==> config.mk <==
export PLATFORM = sky130hd
export DESIGN_NAME = load_store_unit
export DESIGN_NICKNAME = d
export VERILOG_FILES = /design/src/rtl/load_store_unit_pkg.sv /design/src/rtl/load_store_unit_align.sv /design/src/rtl/load_store_unit.sv
export SDC_FILE = /design/constraint.sdc
export NUM_CORES = 1
export LEC_CHECK = 0
export ABC_CLOCK_PERIOD_IN_PS = 2050
export BUFFER_PORTS_ARGS = -buffer_cell sky130_fd_sc_hd__buf_2
export CAP_MARGIN = 0
export CELL_PAD_IN_SITES_DETAIL_PLACEMENT = 0
export CELL_PAD_IN_SITES_GLOBAL_PLACEMENT = 1
export CORE_MARGIN = 8
export CORE_UTILIZATION = 36
export DETAILED_ROUTE_END_ITERATION = 7
export PLACE_DENSITY_LB_ADDON = 0.1
export SLEW_MARGIN = 30
export SYNTH_ARGS = -nofsm -noshare
export SYNTH_HDL_FRONTEND = slang
export SYNTH_SLANG_ARGS = --single-unit
==> constraint.sdc <==
create_clock -name clk -period 2.05 [get_ports clk]
set_clock_uncertainty 0.1 [all_clocks]
set_input_delay 0.3075 -clock clk [delete_from_list [all_inputs] [get_ports clk]]
set_output_delay 0.3075 -clock clk [all_outputs]
set_load 0.02 [all_outputs]
==> src/rtl/load_store_unit_pkg.sv <==
// Shared definitions for the load/store unit: funct3 codes, FSM states, lane helpers.
// No logic of its own; functions are purely combinational.
// Not applicable (no handshake).
package load_store_unit_pkg;

  // RISC-V funct3 encodings; loads and stores share the B/H/W codes
  localparam logic [2:0] F3_B  = 3'b000;
  localparam logic [2:0] F3_H  = 3'b001;
  localparam logic [2:0] F3_W  = 3'b010;
  localparam logic [2:0] F3_BU = 3'b100;
  localparam logic [2:0] F3_HU = 3'b101;

  typedef enum logic [1:0] {
    ST_IDLE     = 2'd0,
    ST_LOAD     = 2'd1,
    ST_RMW_READ = 2'd2,
    ST_WRITE    = 2'd3
  } state_t;

  // Bit offset of a byte lane inside a 32-bit word
  function automatic logic [4:0] lane_shift(input logic [1:0] lane);
    return {lane, 3'b000};
  endfunction

  // A request is rejected when its funct3 is illegal for its direction or its address is misaligned
  function automatic logic req_bad(input logic is_store, input logic [2:0] f3, input logic [1:0] lane);
    logic illegal;
    logic misaligned;
    if (is_store) illegal = (f3 > F3_W);
    else          illegal = (f3 == 3'b011) || (f3 == 3'b110) || (f3 == 3'b111);
    misaligned = ((f3[1:0] == 2'b01) && lane[0]) || ((f3[1:0] == 2'b10) && (lane != 2'b00));
    return illegal | misaligned;
  endfunction

endpackage

==> src/rtl/load_store_unit_align.sv <==
// Lane extraction/extension for loads and lane merge for sub-word stores.
// Purely combinational, zero latency.
// No handshake; the owning FSM decides when the results are used.
module load_store_unit_align
  import load_store_unit_pkg::*;
(
  input  logic [31:0] read_word,
  input  logic [31:0] merge_word,
  input  logic [31:0] store_data,
  input  logic [1:0]  lane,
  input  logic [2:0]  funct3,
  output logic [31:0] load_data,
  output logic [31:0] store_word
);

  logic [31:0] shifted;
  logic [4:0]  byte_sh;
  logic [4:0]  half_sh;

  assign shifted = read_word >> lane_shift(lane);
  assign byte_sh = lane_shift(lane);
  assign half_sh = lane_shift({lane[1], 1'b0});

  // Pick the addressed lane and sign- or zero-extend it
  always_comb begin
    load_data = '0;
    case (funct3)
      F3_B:    load_data = {{24{shifted[7]}}, shifted[7:0]};
      F3_H:    load_data = {{16{shifted[15]}}, shifted[15:0]};
      F3_W:    load_data = shifted;
      F3_BU:   load_data = {24'h0, shifted[7:0]};
      F3_HU:   load_data = {16'h0, shifted[15:0]};
      default: load_data = '0;
    endcase
  end

  // Overlay the new byte/half onto the previously read word; full words pass straight through
  always_comb begin
    store_word = store_data;
    case (funct3)
      F3_B: store_word = (merge_word & ~(32'h0000_00FF << byte_sh)) |
                         ({24'h0, store_data[7:0]} << byte_sh);
      F3_H: store_word = (merge_word & ~(32'h0000_FFFF << half_sh)) |
                         ({16'h0, store_data[15:0]} << half_sh);
      default: store_word = store_data;
    endcase
  end

endmodule

==> src/rtl/load_store_unit.sv <==
// Load/store master for a word-wide memory with combinational read and posedge write.
// Latency accept->respValid: error 1, load 2, SW 2, SB/SH 3 (read-modify-write).
// reqReady only in IDLE; requests offered while busy are ignored and must be held.
module load_store_unit
  import load_store_unit_pkg::*;
#(
  parameter int ADDR_WIDTH    = 32,
  parameter int MEM_WORD_ADDR = 0
) (
  input  logic                  clk,
  input  logic                  rst,
  input  logic                  reqValid,
  output logic                  reqReady,
  input  logic                  reqIsStore,
  input  logic [2:0]            reqFunct3,
  input  logic [ADDR_WIDTH-1:0] reqAddress,
  input  logic [31:0]           reqStoreData,
  output logic                  respValid,
  output logic                  respError,
  output logic [31:0]           respLoadData,
  output logic [ADDR_WIDTH-1:0] memAddress,
  output logic                  memWriteEnable,
  output logic [31:0]           memWriteData,
  input  logic [31:0]           memReadData
);

  state_t                state;
  state_t                state_nxt;
  logic                  accept;
  logic                  req_err;
  logic [ADDR_WIDTH-1:0] mem_addr_nxt;
  logic [2:0]            f3_q;
  logic [1:0]            lane_q;
  logic [31:0]           data_q;
  logic [31:0]           merge_buf;
  logic [31:0]           load_data;
  logic [31:0]           store_word;

  assign accept  = reqValid & reqReady;
  assign req_err = req_bad(reqIsStore, reqFunct3, reqAddress[1:0]);
  assign mem_addr_nxt = (MEM_WORD_ADDR != 0) ? (reqAddress >> 2)
                                             : {reqAddress[ADDR_WIDTH-1:2], 2'b00};

  load_store_unit_align u_align (
    .read_word  (memReadData),
    .merge_word (merge_buf),
    .store_data (data_q),
    .lane       (lane_q),
    .funct3     (f3_q),
    .load_data  (load_data),
    .store_word (store_word)
  );

  // State register; async reset returns to IDLE so a pending write is abandoned at once
  always_ff @(posedge clk or negedge rst) begin
    if (!rst) state <= ST_IDLE;
    else      state <= state_nxt;
  end

  // Next-state: rejected requests never leave IDLE; sub-word stores read before writing
  always_comb begin
    state_nxt = state;
    case (state)
      ST_IDLE: begin
        if (accept && !req_err) begin
          if (!reqIsStore)            state_nxt = ST_LOAD;
          else if (reqFunct3 == F3_W) state_nxt = ST_WRITE;
          else                        state_nxt = ST_RMW_READ;
        end
      end
      ST_LOAD:     state_nxt = ST_IDLE;
      ST_RMW_READ: state_nxt = ST_WRITE;
      ST_WRITE:    state_nxt = ST_IDLE;
      default:     state_nxt = ST_IDLE;
    endcase
  end

  // Outputs decoded from state: write strobe and data exist only during WRITE
  always_comb begin
    reqReady       = (state == ST_IDLE);
    memWriteEnable = (state == ST_WRITE);
    memWriteData   = (state == ST_WRITE) ? store_word : 32'h0;
  end

  // Latch the accepted request; memAddress moves only for requests that touch memory
  always_ff @(posedge clk or negedge rst) begin
    if (!rst) begin
      f3_q       <= '0;
      lane_q     <= '0;
      data_q     <= '0;
      memAddress <= '0;
    end else if (accept) begin
      f3_q   <= reqFunct3;
      lane_q <= reqAddress[1:0];
      data_q <= reqStoreData;
      if (!req_err) memAddress <= mem_addr_nxt;
    end
  end

  // Capture the old word during RMW_READ so WRITE can merge into it
  always_ff @(posedge clk or negedge rst) begin
    if (!rst)                       merge_buf <= '0;
    else if (state == ST_RMW_READ)  merge_buf <= memReadData;
  end

  // Completion pulse and load result; the result holds until the next completion
  always_ff @(posedge clk or negedge rst) begin
    if (!rst) begin
      respValid    <= 1'b0;
      respError    <= 1'b0;
      respLoadData <= '0;
    end else begin
      respValid <= 1'b0;
      respError <= 1'b0;
      if (accept && req_err) begin
        respValid    <= 1'b1;
        respError    <= 1'b1;
        respLoadData <= '0;
      end else if (state == ST_LOAD) begin
        respValid    <= 1'b1;
        respLoadData <= load_data;
      end else if (state == ST_WRITE) begin
        respValid    <= 1'b1;
        respLoadData <= '0;
      end
    end
  end

endmodule
# Yosys cells after proc, flatten, opt, wreduce, memory -nomap -nowiden
# Index checks and enable logic that the tools add are counted.
[word_totals]
ff_bits = 135
latchBits = 0
mem_bits_rw = 0
mem_bits_ro = 0
inputBits = 103
output_inout_bits = 100
elab_cells = 67
n_memories = 0
[op_classes]
add_sub_neg = 0
mul = 0
n_div = 0
order_cmp = 1
eq_ne = 14
n_shift = 5
n_mux = 15
bitwise_logic = 9
n_reduce_logical = 14
[op_table]
columns = ["op", "n"]
rows = [
  ["one-hot mux 32 bit (5 select lines)", 1],
  ["2-to-1 mux 32 bit", 4],
  ["bitwise AND 32 bit", 2],
  ["inverter 32 bit", 2],
  ["bitwise OR 32 bit", 2],
  ["one-hot mux 32 bit (2 select lines)", 1],
  ["left shift 16 x 5 -> 32 bit", 1],
  ["left shift 16 x 5 -> 32 bit (first input constant)", 1],
  ["left shift 8 x 5 -> 32 bit", 1],
  ["left shift 8 x 5 -> 32 bit (first input constant)", 1],
  [">> shifter 32 x 5 -> 32 bit", 1],
  ["equality test 3 bit (second input constant)", 4],
  ["equality test 3 x 2 -> 1 bit (second input constant)", 3],
  ["equality test 2 bit (second input constant)", 3],
  ["2-to-1 mux 1 bit", 6],
  ["one-hot mux 2 bit (3 select lines)", 1],
  ["equality test 2 x 1 -> 1 bit (second input constant)", 2],
  ["logical AND 1 bit", 4],
  ["2-to-1 mux 2 bit", 2],
  ["equality test 3 x 1 -> 1 bit (second input constant)", 1],
  ["> comparator 3 x 2 -> 1 bit (second input constant)", 1],
  ["logical NOT 3 bit", 1],
  ["logical OR 1 bit", 3],
  ["nonzero test 3 bit", 1],
  ["9 further kinds", 9],
]

# Logic depth before layout (Yosys ltp)
# Gate-level depths: netlist of run 1.
[depth]
word_depth = 9
ltp_mapped = 7
ltp_nobuf = 5

# By module
# From an unflattened synthesis of run 1, not the netlist that was laid out.
[hier_totals]
hier_cells = 558
hier_area_um2 = 6911.6
[modules_own_cells]
columns = ["module", "instances", "cells_each", "area_each_um2", "seq_area_each_um2"]
rows = [
  ["load_store_unit", 1, 346, 5400.2, 3378.2],
  ["load_store_unit_align", 1, 212, 1511.4, 0.0],
]

# Worst setup path before layout of run 1
# Ideal clock, no wire load.
[synth_path]
path_type = "flip-flop to output port"
startpoint = "register f3_q[0]"
endpoint = "output memWriteData[0]"
t_arrival_ns = 1.726
t_required_ns = 1.642
slack_ns = -0.084
path_stages_with_launch = 6
n_path_buf = 1
path_cell_list = "dfrtp_1 -> buf_4 -> or3_4 -> o221ai_4 -> mux2i_1 -> nor2_1"
[synth_via]
elab_chain_cells = 3
elab_cells_between_ends = 4
cone_classes = "eq/ne (1); mux (2); reduce/logical (1)"
[synth_lines]
columns = ["item", "line_no", "source"]
rows = [
  ["from (decl)", "load_store_unit.sv:32", "logic [2:0] f3_q;"],
  ["from (signal assigned)", "load_store_unit.sv:93", "f3_q <= reqFunct3;"],
  ["equality test 3 x 1 -> 1 bit or logical NOT 3 bit (tied branches)", "load_store_unit_align.sv:40", "case (funct3)"],
  ["one-hot mux 32 bit (2 select lines) *", "load_store_unit_align.sv:40", ""],
  ["2-to-1 mux 32 bit *", "load_store_unit.sv:82", "memWriteData = (state == ST_WRITE) ? store_word : 32'h0;"],
  ["to (decl)", "load_store_unit.sv:23", "output logic [31:0] memWriteData,"],
]
# Every way passes the cells marked *; elsewhere a longest branch is shown, timed or not.

# Worst setup path in the final report of run 1
# Same ends and word-level chain as after synthesis.

==> results of run 1 <==
logic make-up after synthesis:
family,count (synthesis)
compound gates,91
buf+inv,45
flops,135
mux,149
other cells,1
simple gates,92
through the flow:
step           util (%)  cells  TNS, ps
3_5_place_dp      44.94    939   -419.2
6_report          51.45    999   -11110
2_1_floorplan         -    514        0
5_1_grt           51.45    999   -13800
4_1_cts           51.00    996   -10750
3_3_place_gp      44.94    939   -128.2
critical path, stage by stage (launching register included):
cell and delay, ps:
sky130_fd_sc_hd__dfrtp_1 400, sky130_fd_sc_hd__or3_4 420, sky130_fd_sc_hd__o221ai_4 210, sky130_fd_sc_hd__buf_12 180, sky130_fd_sc_hd__mux2i_2 230, sky130_fd_sc_hd__nor2_2 60
sky130_fd_sc_hd__buf_6 140
routing by layer:
metal	GRT usage [%]	routed length [um]	vias to the layer above
li1	-	-	2413
met1	25.35	9352	2712
met2	30.18	10120	211
met3	7.364	1933	29
met4	5.947	366	6
met5	0	39	-
cell type report:
type                       count  area [sq um]  share of cell area (%)
inverter                       6         26.28                  0.2863
clock inverter                14         175.2                   1.908
tap                          229         286.5                   3.122
multi-input combinational    335          3110                   33.89
sequential                   135          3379                   36.82
timing repair buffer         262          1772                   19.30
clock buffer                  18         429.2                   4.676
power groups by stage:
stage	registers (uW)	clock network [uW]	logic [uW]
after floorplan	5400	0	4100
after global placement	5060	0	6840
after detailed placement	5090	0	6940
after CTS	5090	3200	7590
after global routing	5270	3320	8200
final	5110	3120	7660
how the worst max path moves through the flow:
stage               startpoint               end  slack (ps)  depth (start not counted)
finish                 f3_q[0]   memWriteData[0]        -430                          6
global route           f3_q[0]   memWriteData[1]        -500                          8
CTS                    f3_q[0]   memWriteData[7]        -420                          6
detailed placement     f3_q[0]  memWriteData[13]         -80                          6
global placement     lane_q[1]  memWriteData[13]         -50                          5
floorplan              f3_q[0]  memWriteData[10]           1                          5
cells in the final DEF (no fill, tap or decap), types with 3 or more instances in the layout:
cell type	netlist	final
sky130_fd_sc_hd__nor2_1	45	26
sky130_fd_sc_hd__buf_4	3	45
sky130_fd_sc_hd__mux2_4	0	4
sky130_fd_sc_hd__mux2i_2	0	6
sky130_fd_sc_hd__o21ai_0	15	12
sky130_fd_sc_hd__nor3_2	3	4
sky130_fd_sc_hd__buf_2	19	170
sky130_fd_sc_hd__a32o_1	7	7
sky130_fd_sc_hd__a211o_1	14	14
sky130_fd_sc_hd__dfrtp_1	135	134
sky130_fd_sc_hd__bufinv_16	0	3
sky130_fd_sc_hd__mux2i_1	28	22
sky130_fd_sc_hd__buf_6	2	26
sky130_fd_sc_hd__nand2_1	20	18
sky130_fd_sc_hd__nor2_2	0	17
sky130_fd_sc_hd__a22oi_1	4	3
sky130_fd_sc_hd__clkbuf_16	0	17
sky130_fd_sc_hd__clkinv_4	0	4
sky130_fd_sc_hd__a222oi_1	19	19
sky130_fd_sc_hd__dlygate4sd3_1	0	13
sky130_fd_sc_hd__o21ai_1	4	3
sky130_fd_sc_hd__a211oi_2	0	3
sky130_fd_sc_hd__nor2b_1	9	9
sky130_fd_sc_hd__a221o_1	17	17
sky130_fd_sc_hd__buf_12	0	8
sky130_fd_sc_hd__clkinvlp_4	0	4
sky130_fd_sc_hd__mux2_2	121	117
sky130_fd_sc_hd__inv_1	6	4
registers in the layout (all words and copies together) (netlist names):
register / flops
memAddress: 30
respLoadData: 32
state: 2
lane_q: 2
f3_q: 3
respError: 1
respValid: 1
merge_buf: 32
data_q: 32
repair_timing:
action,in CTS,in global routing
pin swaps,24,20
endpoints found under the setup margin,32,32
hold buffers,12,1
gates resized for setup,78,17
setup buffers,11,0
endpoints found under the hold margin,48,1
gates cloned,2,2
==> flow_summary_export.csv, run 1 <==
group,metric,value,unit
place,place_area,8018,sq um
pwr,power.net_switching,6222,uW
setup_path,startpoint_of_the_worst_register_to_register_path,"lane_q[0]",
grt,groute.usage.overall,19.66,%
die,die_height,150.2,um
sta,post-route-worst-setup-slack,-430.7,ps
place,place_congestion,0.8641,
clocking,clk_transition_reported_paths,60,ps
cells_and_area,area_of_all_placed_cells_without_fillers,9179,sq um
logic_synthesis,syn-cell-area,6486,sq um
clocking,clock_tree.root_cell,"sky130_fd_sc_hd__clkbuf_16",
cells_and_area,synthToLayoutAreaGrowth,41.51,%
pwr,comb_power_share,48.2,%
detailed_routing,routed-via-count,5371,
sta,fin_crit,2481,ps
grt,first_global_vias,5720,
cells_and_area,final_layout_size_suffix_gt1_share,59.22,%
clocking,cts_tree,"built",
cells_and_area,antenna_cells,0,
clocking,cts.sinks,135,
logic_synthesis,syn_area_per_cell,12.64,sq um
logic_synthesis,synth-simple-area-share,6.829,%
setup_path,element_type_at_the_critical_path_start,"flop",
logic_synthesis,dominant_combinational_cell_family_by_area_after_synthesis,"multiplexers",
place,port_buffers,200,
logic_synthesis,synth.ff_latch_count,135,
die,die_area,22570,sq um
detailed_routing,post_drt_wl_per_cell,21.84,um
setup_path,timing.critical_path.arrival,2070,ps
clocking,maximum_clock_insertion_buffer_count,2,
setup_path,r2r_setup_slack,130,ps
outcome,run_status,"finished with violations",
sta,finalCritPeriodShare,121.0,%
die,top_level_ports,203,
min_path,hold_path_end,"memAddress[27]",
die,fp.coreArea,17840,sq um
die,fp.dieW,150.2,um
logic_synthesis,ys_async_sr_fraction,100.0,%
pwr,netSwitchingFraction,39.14,%
die,fp-row-count,49,
place,detailedPlace.worstSlack,-82.58,ps
grt,grt_pass1_wl,33.26,mm
cells_and_area,nFillCells,1613,
detailed_routing,routed_wirelength,21.82,mm
grt,antenna_found_initial,3,
setup_path,timing.critical_path.to_type,"primary output",
clocking,clkLatencyLatePin,420,ps
logic_synthesis,post_synth_fa_ha_maj_area_fraction,0,%
logic_synthesis,synth.largest_area_cell,"sky130_fd_sc_hd__dfrtp_1",
pwr,total_power,15900,uW
sta,fin_hold_ws,17.04,ps
die,start_util,36.36,%
logic_synthesis,post-synth-top-count-cell,"sky130_fd_sc_hd__dfrtp_1",
sta,setup_repair_after_global_routing_missed_its_margin,"yes",
sta,worst_pin_slew,540.1,ps
pwr,power_per_cell_area,1732,nW/um^2
pwr,ir_worst_vdd,0.9220,mV
outcome,failed_checks,"negative setup slack",
detailed_routing,post-route-drc-count,0,
setup_path,cp_max_fo,8,
logic_synthesis,post_synth_num_cell_types,40,
min_path,worst_hold_path_type,"in2reg",
grt,grt-ovfl-total,0,
min_path,timing.hold.worst.start,"reqAddress[27]",
sta,maxClockFrequency,403.1,MHz
clocking,cts_inserted_buffers,17,
setup_path,setup.worst_path.class,"reg2out",
sta,hold_viol,0,
pwr,leakage,0.004338,uW
logic_synthesis,synth-seq-area-share,52.08,%
setup_path,reg2reg_to,"respLoadData[31]",
logic_synthesis,synth-edff-count,0,
detailed_routing,ant_nets,0,
logic_synthesis,yosys-top-cells-count,"sky130_fd_sc_hd__dfrtp_1 (135), sky130_fd_sc_hd__mux2_2 (121), sky130_fd_sc_hd__nor2_1 (45), sky130_fd_sc_hd__mux2i_1 (28), sky130_fd_sc_hd__nand2_1 (20)",
logic_synthesis,netlist_top_cells_area,"sky130_fd_sc_hd__dfrtp_1 (52%), sky130_fd_sc_hd__mux2_2 (21%), sky130_fd_sc_hd__mux2i_1 (4.3%), sky130_fd_sc_hd__a222oi_1 (2.9%), sky130_fd_sc_hd__a221o_1 (2.6%)",
logic_synthesis,synth_instances,513,
min_path,holdPathStages,2,
cells_and_area,finalNetCount,860,
place,place_hpwl,16.15,mm
detailed_routing,dr.pass1.iters,7,
grt,grt_max_degree,54,
logic_synthesis,synth.top_cell.area_share,52.08,%
pwr,seq_pwr_share,32.2,%
logic_synthesis,synth_mux_area_share,25.33,%
sta,setup_viol,32,
sta,slew_violations,0,
pwr,internal_power,9674,uW
clocking,cts-htree-levels,4,
logic_synthesis,number_of_warnings_issued_by_yosys,0,
detailed_routing,drt_first_iter_violations,461,
logic_synthesis,synth_flop_type,"sky130_fd_sc_hd__dfrtp_1",
setup_path,ff2ff_path_depth,6,
pwr,clkPwrFrac,19.6,%
flow_run,drv.max_cap_violation_count,0,
sta,slew-limit-headroom,63.79,%
logic_synthesis,synth_xor_xnor_area_share,0,%
setup_path,timing.critical_path.required,1640,ps
logic_synthesis,synth_compound_area_share,12.33,%
detailed_routing,route.detailed.vias_per_inst,5.376,
Power figures use the tool's default switching activity.
==> run 2: changes to the inputs <==
TNS_END_PERCENT = 30   (was default)
==> run 2 against run 1 <==
  * The flow still finishes with violations (negative setup slack)
  * Clock power about the same
  * Routed wire length decreased by 6.7%
  * Setup slack improved by 21 ps
  * Final area decreased by 4.1%
  * Sequential power decreased by 2%
  * Die area unchanged
  * Register-to-register slack about the same
  * Global-route usage decreased by 1.4 points
  * Fmax increased by 0.83%
  * Largest cell class unchanged
  * Highest routed layer is now met4
==> flow_summary_export.csv, run 2 (synthesized netlist as in run 1, its figures left out) <==
group,metric,value,unit
sta,worst_pin_slew,503.4,ps
setup_path,critPathCapture,"memWriteData[1]",
clocking,clkLatencyLatePin,410,ps
setup_path,cp_max_fo,6,
outcome,failed_checks,"negative setup slack",
setup_path,timing.critical_path.required,1640,ps
cells_and_area,layout_common_cells,"sky130_fd_sc_hd__buf_2 (185), sky130_fd_sc_hd__dfrtp_1 (134), sky130_fd_sc_hd__mux2_2 (121), sky130_fd_sc_hd__buf_4 (36), sky130_fd_sc_hd__nor2_1 (28)",
sta,maxClockFrequency,406.5,MHz
clocking,clk_transition_reported_paths,60,ps
detailed_routing,drt_first_iter_violations,284,
die,die_area,22570,sq um
place,place_congestion,0.8338,
grt,groute.usage.overall,18.24,%
cells_and_area,finalNetCount,842,
grt,first_global_vias,5742,
cells_and_area,nFillCells,1656,
outcome,run_status,"finished with violations",
die,fp-row-count,49,
grt,antenna_found_initial,0,
setup_path,startpoint_of_the_worst_register_to_register_path,"f3_q[1]",
sta,finalCritPeriodShare,120.0,%
sta,setup_repair_after_global_routing_missed_its_margin,"yes",
cells_and_area,synthToLayoutAreaGrowth,35.76,%
pwr,total_power,15280,uW
pwr,power_per_cell_area,1735,nW/um^2
cells_and_area,instances_no_fill,980,
clocking,maximum_clock_insertion_buffer_count,2,
setup_path,ff2ff_path_depth,9,
clocking,cts-htree-levels,4,
pwr,ir_worst_vdd,0.7018,mV
detailed_routing,routed-via-count,5178,
sta,slew-limit-headroom,66.44,%
die,fp.coreArea,17840,sq um
pwr,leakage,0.004234,uW
grt,grt_pass1_wl,31.68,mm
min_path,worst_hold_path_type,"in2reg",
cells_and_area,seqCellArea,3379,sq um
clocking,cts.sinks,135,
cells_and_area,antenna_cells,0,
clocking,clock_tree.root_cell,"sky130_fd_sc_hd__clkbuf_16",
setup_path,worst_setup_path_startpoint,"f3_q[0]",
setup_path,reg2reg_to,"respLoadData[29]",
detailed_routing,post-route-drc-count,0,
setup_path,element_type_at_the_critical_path_start,"flop",
die,fp.dieW,150.2,um
clocking,cts_tree,"built",
setup_path,timing.critical_path.arrival,2050,ps
setup_path,setup.worst_path.class,"reg2out",
sta,setup_viol,32,
place,place_inst,942,
cells_and_area,largestRegisters,"data_q (32), merge_buf (32), respLoadData (32)",
cells_and_area,post-route-util,49.36,%
sta,slew_violations,0,
place,port_buffers,200,
detailed_routing,ant_nets,0,
detailed_routing,dr.pass1.iters,6,
sta,post-route-worst-setup-slack,-410.2,ps
die,top_level_ports,203,
grt,grt-ovfl-total,0,
cells_and_area,multi_input_comb_area,3000,sq um
setup_path,timing.critical_path.to_type,"primary output",
place,place_hpwl,15.67,mm
die,start_util,36.36,%
sta,fin_crit,2460,ps
setup_path,r2r_setup_slack,120,ps
detailed_routing,routed_wirelength,20.36,mm
die,die_height,150.2,um
cells_and_area,layout.cells.most_common,"sky130_fd_sc_hd__buf_2",
flow_run,drv.max_cap_violation_count,0,
grt,grt_max_degree,44,
cells_and_area,final_layout_size_suffix_gt1_share,57.92,%
detailed_routing,post_drt_wl_per_cell,20.78,um
sta,hold_viol,0,
detailed_routing,route.detailed.vias_per_inst,5.284,
clocking,cts_inserted_buffers,17,
run 2: changes by cell type in the layout (fill, tap and decap cells not counted), sizes merged:
cell,change
or2,-1
clkinv,-3
inv,-1
clkbuf,+5
clkinvlp,-2
dlygate4sd3,-12
buf,-5
run 2: repair_timing:
item	CTS	global route
setup endpoints to repair	32	56
gates cloned	0	0
gates resized for setup	36	15
setup buffers	6	0
hold endpoints to repair	40	0
hold buffers	1	0
pin swaps	9	9
run 2: worst min path at each step:
stage | from | end | slack, ps | cells past startpoint
4_1_cts | reqAddress[15] | memAddress[15] | 6 | 2
3_5_place_dp | rst | memAddress[23] | 160 | 1
6_report | reqAddress[15] | memAddress[15] | 20 | 2
5_1_grt | reqAddress[13] | memAddress[13] | 10 | 2
3_3_place_gp | rst | memAddress[23] | 150 | 1
2_1_floorplan | rst | data_q[0] | -90 | 0
run 2: metal layers:
| metal | part of all wire (%) | wire length, um | global-route usage, % |
|---|---|---|---|
| met5 | 0 | 0 | 0 |
| met4 | 1.3 | 263 | 5.697 |
| met3 | 6.7 | 1367 | 4.929 |
| met2 | 50 | 10220 | 30.97 |
| met1 | 42 | 8513 | 22.14 |
run 2: final cells by class:
cell class                 instances  area share, %
multi-input combinational        334          34.07
clock buffer                      23          5.541
clock inverter                     8          1.364
sequential                       135          38.38
inverter                           6         0.2558
timing repair buffer             245          17.14
tap                              229          3.254
run 2: power breakdown:
group | switching [uW] | internal (uW) | leakage, uW
Clock | 1100 | 2030 | 0.000295
Combinational | 3700 | 3440 | 0.00229
Sequential | 1010 | 4000 | 0.00165
run 2: through the flow:
step                TNS (ps)  cell area (sq um)  worst slack (ps)  hold slack [ps]
floorplan             -205.5               6528            -68.45           -88.09
global placement       -1303               7985            -135.5            152.7
detailed placement     -1768               7985            -161.8            159.3
CTS                   -12040               8756            -458.4            5.657
global route          -13840               8806            -478.5            11.31
finish                -11040               8806            -410.2            23.75
run 2: worst max-delay path, cell delays in order (launching register included):
cell and delay (ps):
sky130_fd_sc_hd__dfrtp_1 380, sky130_fd_sc_hd__or3_4 430, sky130_fd_sc_hd__o221ai_4 210, sky130_fd_sc_hd__buf_6 190, sky130_fd_sc_hd__mux2i_1 220, sky130_fd_sc_hd__nor2_2 70
sky130_fd_sc_hd__buf_6 140
==> run 3: changes to the inputs <==
CELL_PAD_IN_SITES_DETAIL_PLACEMENT = default   (was 0)
CELL_PAD_IN_SITES_GLOBAL_PLACEMENT = default   (was 1)
CORE_UTILIZATION = 46   (was 36)
PLACE_DENSITY = 0.76   (was default)
PLACE_DENSITY_LB_ADDON = default   (was 0.1)
RECOVER_POWER = 50   (was default)
==> run 3 against run 2 <==
  * The run ends with design-rule violations, negative setup slack left
  * Global-route usage up 4.1 points
  * Setup slack worse by 25 ps
  * Final area down 2.6%
  * Sequential power up 1%
  * Total power down 2.4%
  * Combinational power down 1%
  * Sequential share of layout area up 1.0 points
  * Worst hold slack worse by 10 ps
  * Via count up 2.1%
  * Utilization up 13 points
  * Fmax down 1.0%
  * Critical path type unchanged
  * Die area down 20%
==> flow_summary_export.csv, run 3 (synthesized netlist as in run 1, its figures left out) <==
group,metric,value,unit
pwr,ir_worst_vdd,0.9435,mV
clocking,clock_tree.root_cell,"sky130_fd_sc_hd__clkbuf_16",
detailed_routing,routed_wirelength,20.22,mm
die,fp.dieW,134.7,um
clocking,cts_tree,"built",
cells_and_area,area_of_all_placed_cells_without_fillers,8578,sq um
cells_and_area,largestRegisters,"data_q (32), merge_buf (32), respLoadData (32)",
cells_and_area,finalNetCount,837,
sta,fin_hold_ws,13.48,ps
sta,hold_viol,0,
setup_path,critPathCapture,"memWriteData[2]",
setup_path,setup.worst_path.class,"reg2out",
place,place_congestion,0.8422,
outcome,failed_checks,"design-rule violations, negative setup slack",
pwr,total_power,14920,uW
setup_path,crit_path_cell_trace,"or3_4 -> o221ai_4 -> buf_6 -> mux2i_1 -> nor2_2 -> buf_2",
sta,setup_viol,32,
detailed_routing,route.detailed.vias_per_inst,5.697,
place,place_area,7898,sq um
setup_path,r2r_setup_slack,100,ps
setup_path,ff2ff_path_depth,6,
sta,finalCritPeriodShare,121.2,%
clocking,clk_transition_reported_paths,60,ps
cells_and_area,final_layout_size_suffix_gt1_share,53.68,%
setup_path,cp.buffers_inverters,2,
sta,slew_violations,0,
sta,fin_crit,2485,ps
grt,first_global_vias,5723,
setup_path,timing.critical_path.slowest_stage_cell,"sky130_fd_sc_hd__or3_4",
clocking,cts_inserted_buffers,17,
setup_path,worst_setup_path_startpoint,"f3_q[1]",
sta,worst_pin_slew,877.4,ps
grt,grt_pass1_wl,31.48,mm
detailed_routing,routed-via-count,5287,
place,place_inst,890,
detailed_routing,drt_first_iter_violations,391,
detailed_routing,post_drt_wl_per_cell,21.78,um
clocking,clkLatencyLatePin,420,ps
setup_path,timing.critical_path.to_type,"primary output",
die,die_height,134.7,um
setup_path,timing.critical_path.required,1640,ps
grt,groute.usage.overall,22.36,%
die,die_area,18160,sq um
die,fp.coreArea,13830,sq um
detailed_routing,ant_nets,0,
die,top_level_ports,203,
setup_path,cp_num_cells,6,
sta,maxClockFrequency,402.3,MHz
cells_and_area,layout.cells.most_common,"sky130_fd_sc_hd__buf_2",
setup_path,timing.critical_path.arrival,2080,ps
cells_and_area,synthToLayoutAreaGrowth,32.25,%
cells_and_area,instances_no_fill,928,
die,start_util,46.91,%
pwr,leakage,0.004038,uW
clocking,cts-htree-levels,4,
setup_path,element_type_at_the_critical_path_start,"flop",
flow_run,drv.max_cap_violation_count,0,
die,fp-row-count,43,
sta,slew-limit-headroom,41.51,%
cells_and_area,post-route-util,62.04,%
setup_path,cp_max_fo,6,
setup_path,reg2reg_to,"respLoadData[19]",
min_path,worst_hold_path_type,"in2reg",
grt,grt_max_degree,66,
detailed_routing,dr.pass1.iters,8,
clocking,cts.sinks,135,
setup_path,crit_family,"simple AND/OR/NAND/NOR gates",
place,place_hpwl,15.12,mm
cells_and_area,layout_common_cells,"sky130_fd_sc_hd__buf_2 (152), sky130_fd_sc_hd__dfrtp_1 (133), sky130_fd_sc_hd__mux2_2 (121), sky130_fd_sc_hd__buf_4 (38), sky130_fd_sc_hd__clkbuf_1 (36)",
grt,grt-ovfl-total,0,
setup_path,cpPeakStageDelay,430,ps
place,port_buffers,200,
detailed_routing,post-route-drc-count,6,
sta,post-route-worst-setup-slack,-435.4,ps
outcome,run_status,"finished with violations",
sta,setup_repair_after_global_routing_missed_its_margin,"yes",
clocking,maximum_clock_insertion_buffer_count,2,
grt,antenna_found_initial,0,
setup_path,startpoint_of_the_worst_register_to_register_path,"lane_q[0]",
pwr,power_per_cell_area,1739,nW/um^2
[run 3: stage by stage]
stage	setup TNS, ps	setup WS (ps)
after global routing	-12960	-496.4
after global placement	-395.1	-63.18
after detailed placement	-1380	-135.9
after floorplan	-205.5	-68.45
after CTS	-11520	-429.4
final	-10550	-435.4
[run 3: area by class of cell]
type                            instances  area (sq um)
Antenna cell                            1         2.502
Clock buffer                           22         454.2
Clock inverter                         10         80.08
Fill cell                            1137          5249
Inverter                                6         26.28
Multi-Input combinational cell        334          3018
Sequential cell                       135          3381
Tap cell                              180         225.2
Timing Repair Buffer                  240          1391
[run 3: report_power, final]
part / total [uW] / switching (uW) / internal, uW
clock: 2800 / 1120 / 1680
combinational: 7060 / 3720 / 3340
sequential: 5060 / 1060 / 4000
total: 14900 / 5900 / 9020
[run 3: routing by layer]
metal	part of all wire [%]	GRT usage (%)
met3	9.2	7.392
met2	49	36.91
met1	39	26.57
met4	2.0	8.172
met5	0	0
[run 3: worst min path at each step]
stage                         start             end  slack (ps)  depth (start not counted)
finish              reqStoreData[0]       data_q[0]          10                          2
global route         reqAddress[19]  memAddress[19]        -0.8                          2
CTS                 reqStoreData[3]       data_q[3]           2                          2
detailed placement              rst      data_q[17]         200                          1
global placement                rst      data_q[24]         200                          1
floorplan                       rst       data_q[0]         -90                          0
[run 3: worst register-to-register path, delay by kind of cell (launching register included)]
family | cells | cell delay [ps]
flip-flops | 1 | 390
buffers and inverters | 2 | 350
AO/OA/AOI/OAI | 3 | 610
multiplexers | 1 | 380
[run 3: timing repair]
item / 4_1_cts / 5_1_grt
hold endpoints to repair: 34 / 0
hold buffers: 2 / 0
buffers inserted: 1 / 2
pin swaps: 3 / 4
setup endpoints to repair: 32 / 46
resized for setup: 20 / 29
